**src/rtl/lsu.sv**
```systemverilog
// Load/store unit: accepts one load or store at a time, hands it to the memory controller and returns a tagged result.
// Define LSU_MISALIGN_CHECK_EN to reject misaligned half/word accesses with an exception response instead of a memory request.
module lsu #(
    parameter int TAG_W = 5
) (
    input  logic             clk,
    input  logic             rst,
    input  logic             req_valid,
    output logic             req_ready,
    input  logic             req_store,
    input  logic [2:0]       req_funct3,
    input  logic [31:0]      req_base,
    input  logic [31:0]      req_offset,
    input  logic [31:0]      req_wdata,
    input  logic [TAG_W-1:0] req_tag,
    input  logic             flush,
    output logic             mem_read,
    output logic             mem_write,
    output logic             mem_signed,
    output logic [31:0]      mem_addr,
    output logic [1:0]       mem_len,
    output logic [31:0]      mem_w_data,
    input  logic [31:0]      mem_r_data,
    input  logic             mem_done,
    output logic             resp_valid,
    output logic [31:0]      resp_data,
    output logic [TAG_W-1:0] resp_tag,
    output logic             resp_exc
);

    typedef enum logic [1:0] {IDLE, ISSUE, WAIT, RESP} state_t;

    state_t           state;
    logic             ready_q;
    logic             store_q;
    logic             kill_q;
    logic             exc_q;
    logic [TAG_W-1:0] tag_q;
    logic [31:0]      addr;
    logic [31:0]      wdata_masked;
    logic [1:0]       len;
    logic             misaligned;
    logic             accept;

    // ready_q marks IDLE; flush only gates it so a squash blocks acceptance in the same cycle.
    assign req_ready = ready_q & ~flush;
    assign accept    = req_valid & req_ready;

    always_comb begin
        addr = req_base + req_offset;
        case (req_funct3[1:0])
            2'd0: begin
                len          = 2'd0;
                wdata_masked = {24'd0, req_wdata[7:0]};
            end
            2'd1: begin
                len          = 2'd1;
                wdata_masked = {16'd0, req_wdata[15:0]};
            end
            default: begin
                len          = 2'd3;
                wdata_masked = req_wdata;
            end
        endcase
`ifdef LSU_MISALIGN_CHECK_EN
        misaligned = ((len == 2'd1) && addr[0]) || ((len == 2'd3) && (addr[1:0] != 2'b00));
`else
        misaligned = 1'b0;
`endif
    end

    always_ff @(posedge clk or negedge rst) begin
        if (!rst) begin
            state      <= IDLE;
            ready_q    <= 1'b0;
            store_q    <= 1'b0;
            kill_q     <= 1'b0;
            exc_q      <= 1'b0;
            tag_q      <= '0;
            mem_read   <= 1'b0;
            mem_write  <= 1'b0;
            mem_signed <= 1'b0;
            mem_addr   <= 32'd0;
            mem_len    <= 2'd0;
            mem_w_data <= 32'd0;
            resp_valid <= 1'b0;
            resp_data  <= 32'd0;
            resp_tag   <= '0;
            resp_exc   <= 1'b0;
        end else begin
            case (state)
                IDLE: begin
                    if (accept) begin
                        state      <= ISSUE;
                        ready_q    <= 1'b0;
                        store_q    <= req_store;
                        tag_q      <= req_tag;
                        kill_q     <= 1'b0;
                        exc_q      <= misaligned;
                        mem_addr   <= addr;
                        mem_len    <= len;
                        mem_signed <= ~req_store & ~req_funct3[2];
                        mem_w_data <= wdata_masked;
                        mem_read   <= ~req_store & ~misaligned;
                        mem_write  <= req_store & ~misaligned;
                    end else begin
                        ready_q <= 1'b1;
                    end
                end
                ISSUE: begin
                    if (flush && !store_q) begin
                        kill_q <= 1'b1;
                    end
                    // A rejected misaligned access has no memory phase; its address becomes the payload.
                    if (exc_q) begin
                        state      <= RESP;
                        resp_valid <= store_q | ~(kill_q | flush);
                        resp_exc   <= 1'b1;
                        resp_data  <= mem_addr;
                        resp_tag   <= tag_q;
                    end else begin
                        state <= WAIT;
                    end
                end
                WAIT: begin
                    if (flush && !store_q) begin
                        kill_q <= 1'b1;
                    end
                    // A flush arriving alongside mem_done still kills the load.
                    if (mem_done) begin
                        state      <= RESP;
                        mem_read   <= 1'b0;
                        mem_write  <= 1'b0;
                        resp_valid <= store_q | ~(kill_q | flush);
                        resp_exc   <= 1'b0;
                        resp_data  <= store_q ? 32'd0 : mem_r_data;
                        resp_tag   <= tag_q;
                    end
                end
                RESP: begin
                    state      <= IDLE;
                    ready_q    <= 1'b1;
                    kill_q     <= 1'b0;
                    resp_valid <= 1'b0;
                    resp_exc   <= 1'b0;
                end
                default: state <= IDLE;
            endcase
        end
    end

endmodule

```
**config.mk**
```make
export PLATFORM = sky130hd
export DESIGN_NAME = lsu
export DESIGN_NICKNAME = d
export VERILOG_FILES = /design/src/rtl/lsu.sv
export SDC_FILE = /design/constraint.sdc
export NUM_CORES = 1
export LEC_CHECK = 0
export BUFFER_PORTS_ARGS = -buffer_cell sky130_fd_sc_hd__buf_2
export CELL_PAD_IN_SITES_DETAIL_PLACEMENT = 2
export CELL_PAD_IN_SITES_GLOBAL_PLACEMENT = 2
export CORE_MARGIN = 3
export CORE_UTILIZATION = 25
export DETAILED_ROUTE_END_ITERATION = 6
export PLACE_DENSITY_LB_ADDON = 0.08
export SLEW_MARGIN = 25
export SYNTH_ARGS = -nofsm -noshare
export SYNTH_HDL_FRONTEND = slang
export SYNTH_SLANG_ARGS = --single-unit
```
**constraint.sdc**
```tcl
create_clock -name clk -period 1.7 [get_ports clk]
set_clock_uncertainty 0.2 [all_clocks]
set_input_delay 0.17 -clock clk [delete_from_list [all_inputs] [get_ports clk]]
set_output_delay 0.17 -clock clk [all_outputs]
set_load 0.01 [all_outputs]
```
# --- Word-level counts from Yosys, hierarchy flattened ---
# Index checks and enable logic that the tools add are counted.
op_classes:
  addsub: 1
  n_mul: 0
  n_div: 0
  n_lt_le_gt_ge: 0
  eq_ne: 7
  shifts: 0
  muxes: 23
  n_bitwise: 10
  n_reduce_logical: 15
op_table:
  columns: ["op", "n"]
  rows:
  - ["$mux 32", 3]
  - ["$pmux 32 s2", 1]
  - ["$add 32x32->32", 1]
  - ["$mux 5", 2]
  - ["$pmux 1 s2", 5]
  - ["$reduce_and 3->1", 3]
  - ["$pmux 2 s4", 1]
  - ["$mux 1", 7]
  - ["$reduce_and 2->1", 3]
  - ["$reduce_bool 2->1", 3]
  - ["$not 1->1", 5]
  - ["$eq 2x1->1 const B", 2]
  - ["$eq 2x2->1 const B", 2]
  - ["$logic_not 2->1", 2]
  - ["$mux 2", 2]
  - ["$ne 2x2->1 const B", 2]
  - ["$pmux 2 s2", 1]
  - ["$and 1x1->1", 3]
  - ["$pmux 1 s3", 1]
  - ["$reduce_bool 3->1", 1]
  - ["$ne 2x1->1 const B", 1]
  - ["$or 1x1->1", 2]
  - ["$reduce_or 2->1", 1]
  - ["$logic_and 1x1->1", 1]
  - ["$logic_not 1->1", 1]
totals:
  register_bits: 118
  latch_bits: 0
  ramBits: 0
  mem_bits_ro: 0
  in_bits: 142
  output_inout_bits: 109
  elab_cells: 71
  n_memories: 0

# --- Depth between registers and ports, before layout ---
depth:
  depth_word: 5
  depth_mapped: 9
  mapped_depth_nobuf: 9

# --- Least setup slack after synthesis ---
# OpenSTA, ideal clock, no wires.
synth_timing:
  path_kind: "input-to-reg"
  start: "input req_base[0]"
  end: "register mem_addr[28]"
  setup_time_ns: 0.130
  arrival_time_ns: 2.110
  required_ns: 1.370
  setup_slack_ns: -0.740
  stages: 9
  n_path_buf: 0
  cell_sequence: "ha_1 > fa_1 > a21o_1 > a221o_1 > a31o_1 > a21o_1 > o22ai_2 > xor2_1 > o21ai_1"
synth_via:
  elab_chain_cells: 1
synth_rtl:
  columns: ["element", "line", "text"]
  rows:
  - ["start, declared", "12", "input logic [31:0] req_base,"]
  - ["$add 32x32->32", "50", "addr = req_base + req_offset;"]
  - ["end signal, assigned", "100", "mem_addr <= addr;"]
  - ["end, declared", "20", "output logic [31:0] mem_addr,"]
# No other way between the ends.
# A chain may end at the register's enable or synchronous reset.

# --- Worst setup path after layout ---
# Same ends and word-level chain as after synthesis.

==> results by group <==
Run status
  • Status: complete, but fails checks
  • Failing checks: setup timing

Clocking
  • CTS Root Cell: clkbuf_16
  • Clock Path Buffers: 2
  • CTS tree: yes
  • Clock Latency Late Sink: between 400 and 500 ps
  • Clock Sinks: 117
  • H-tree depth: 4
  • Clock transition at the registers of the reported paths: 60 ps
  • TritonCTS Buffers: 17

Synth
  • Most common cell in the netlist: nand2_1
  • Post-synth top area cell: dfrtp_1
  • Sequential fraction of the synthesis area: between 40 and 50%
  • Yosys reg bits: about 120
  • Synth top cells by count: nand2_1 (189), dfrtp_1 (117), o21ai_0 (71), ha_1 (35), nand2b_1 (34)
  • YS warnings: 0
  • Main area contributors after synthesis: dfrtp_1 (46%), nand2_1 (11%), ha_1 (6.9%)
  • EDFF count, synth: 0
  • Cell area after synthesis: 6360 sq um
  • Cells after Synth: between 700 and 800
  • Share of the synthesized area in the top cell type: 46.0%
  • Main synth FF type: dfrtp_1
  • Mapped Nets: roughly 900
  • Synth cell types: between 50 and 60
  • Async SR Flop Fraction: 100%
  • Avg Cell Area, Syn: 8.94 sq um

Placed design
  • Placement Setup Slack: -958 ps
  • RePlAce Congestion: between 0.8 and 0.9
  • HPWL after DPL: between 20000 and 25000 um
  • Placed Cells: approximately 1400
  • Placed cell areas: between 9000 and 10000 sq um
  • PortBufs: around 250

Drt
  • Via Count: ~7000
  • Max Used Layer: met4
  • M1 WL: around 12000 um
  • Drt first pass iters: 4
  • DRC errors left: 0
  • Post-route ant nets: 0
  • Final wirelength: 28700 um
  • Vias per Instance: around 4.7
  • Met2 wire length: 15000 um
  • Wire per inst: about 19 um
  • DR iter-0 viols: 240
  • Met3 wire len: between 1000 and 1500 um

STA
  • Setup TNS: -5680 ps
  • Final hold violations: 0
  • Minimum clock period: 2160 ps
  • Setup violations, final: 24
  • PnR worst setup slack: -458 ps
  • Unrepaired setup endpoints after global routing: true
  • Tcrit/Tclk final: 127%
  • Max Freq: about 0.46 GHz
  • Max Slew Vio Count: 0

Flow run
  • Max cap viols: 0

Layout
  • Core Util, Final: a little under half
  • Fillers: between 2000 and 3000
  • NumNets Final: ~1300
  • N_diodes: 0
  • Finished Cell Area: 11300 sq um
  • Synth-to-layout area growth: 76.8%
  • Share of layout cells above drive strength 1: roughly 44%
  • Layout Cells excl Fill: around 1500

Power and ir drop
  • Logic pwr share: a little over two fifths
  • PD cells: ~1400 nW/um^2
  • Internal: ~9600 uW
  • Leak: about 0.0057 uW
  • Net switching power: about 5700 uW
  • Peak VDD IR: between 0.5 and 0.6 mV
  • Clock share of power: between 20 and 30%
  • Sequential power share: 30.9%
  • Switching Share: a little under two fifths

Setup path
  • Crit path required time: 1790 ps
  • CP Class: input pin to register
  • Worst r2r dst: mem_read$_DFFE_PN0P_
  • Reg2reg start: state[1]$_DFFE_PN0P_
  • Crit-path max FO: 3
  • Data arrival, critical path: 2250 ps
  • Worst R2R Path Depth: 6
  • Crit start category: input pin
  • Register-to-Register Setup Slack: -80 ps
  • Worst setup EP type: register

Floorplanning
  • Rows: 57
  • Chip height: about 170 um
  • Die ar.: approximately 27000 sq um
  • Initial core utilization: 25.8%
  • Num ports: approximately 250
  • Die W: 166 um
  • Core ar.: between 20000 and 25000 sq um

Worst hold path
  • Worst hold-check path type: input pin to async pin

Global route
  • Initial antenna violation count: 0
  • Vias in the first global route: just over 8000
  • Overflow after GRT: 0
  • Largest net degree at the start of global routing: between 40 and 50
  • Global Route Usage Sum: roughly a fifth
  • First-pass GRT wire length: roughly 44000 um
critical path: stages:
cell	delay (ps)
buf_6	100
ha_4	170
fa_2	350
a21o_1	180
a221o_1	360
a31o_1	280
a21o_1	210
o22ai_2	170
xor2_1	180
o21ai_1	80
registers in the layout, indices dropped and copies added, names as in the netlist:
name / cells
tag_q: 5
kill_q: 1
state: 2
resp_tag: 5
mem_len: 2
mem_read: 1
store_q: 1
resp_valid: 1
mem_addr: 32
resp_data: 32
mem_signed: 1
mem_w_data: 32
ready_q: 1
mem_write: 1
metrics by stage:
stage	total power [uW]	hold WS (ps)
floorplan	7490	-326
global placement	10100	-92.7
detailed placement	10500	-88.9
CTS	15100	3.02
global route	16400	40.4
finish	15300	21.2
cell families after synthesis:
kind of cell | Yosys count | share of synthesized area, %
AOI/OAI and AO/OA | 175 | 17.7
xor gates and xnor gates | 29 | 3.99
adders and majority gates | 36 | 7.19
buffers and inverters | 47 | 3.01
DFF | 117 | 46.0
muxes | 8 | 1.40
other | 1 | 0.0589
and+or+nand+nor | 299 | 20.7
placed cells by master, fill, tap and decap left out, types with 19 or more instances in the layout:
master         count
nand3_1           25
clkbuf_16         20
a21oi_1           23
a21o_1            19
dlygate4sd3_1     76
ha_4              19
buf_2            241
buf_4            124
dfrtp_1          117
o21ai_0           48
o21ai_1           27
nand2b_1          34
nand2_1          185
what timing repair did:
action	4_1_cts	5_1_grt
hold buffers	76	0
cloned	3	3
endpoints found under the hold margin	194	0
pin swaps	31	16
gates resized for setup	63	37
buffers inserted	11	6
endpoints found under the setup margin	111	88
worst max path at each step:
stage	startpoint	to	slack [ps]	cells past startpoint
2_1_floorplan	req_base[0]	mem_addr[28]$_DFFE_PN0P_	-610	9
3_3_place_gp	req_base[0]	mem_addr[28]$_DFFE_PN0P_	-880	10
6_report	req_base[0]	mem_addr[28]$_DFFE_PN0P_	-460	10
4_1_cts	req_base[0]	mem_addr[28]$_DFFE_PN0P_	-430	10
5_1_grt	req_base[0]	mem_addr[28]$_DFFE_PN0P_	-500	10
3_5_place_dp	req_base[0]	mem_addr[28]$_DFFE_PN0P_	-960	10
layout make-up:
class / instances / area (sq um) / area share [%]
timing repair buffer: 471 / 3420 / 30.4
clock inverter: 14 / 199 / 1.77
inverter: 9 / 33.8 / 0.300
tap: 324 / 405 / 3.60
sequential: 117 / 2930 / 26.0
clock buffer: 18 / 429 / 3.81
multi-input combinational: 549 / 3840 / 34.1
power groups by stage:
| stage | clock, uW | sequential [uW] | combinational (uW) |
|---|---|---|---|
| 2_1_floorplan | 0 | 5150 | 2340 |
| 3_3_place_gp | 0 | 4630 | 5500 |
| 3_5_place_dp | 0 | 4730 | 5780 |
| 4_1_cts | 4000 | 4700 | 6360 |
| 5_1_grt | 4120 | 4870 | 7360 |
| 6_report | 3880 | 4710 | 6670 |
metal layers:
metal,global-route usage [%],up-vias
met3,3.67,41
li1,-,3350
met5,0,-
met4,6.09,0
met1,24.2,3472
met2,37.5,185
Note: power is estimated with default switching activity, not from simulation.
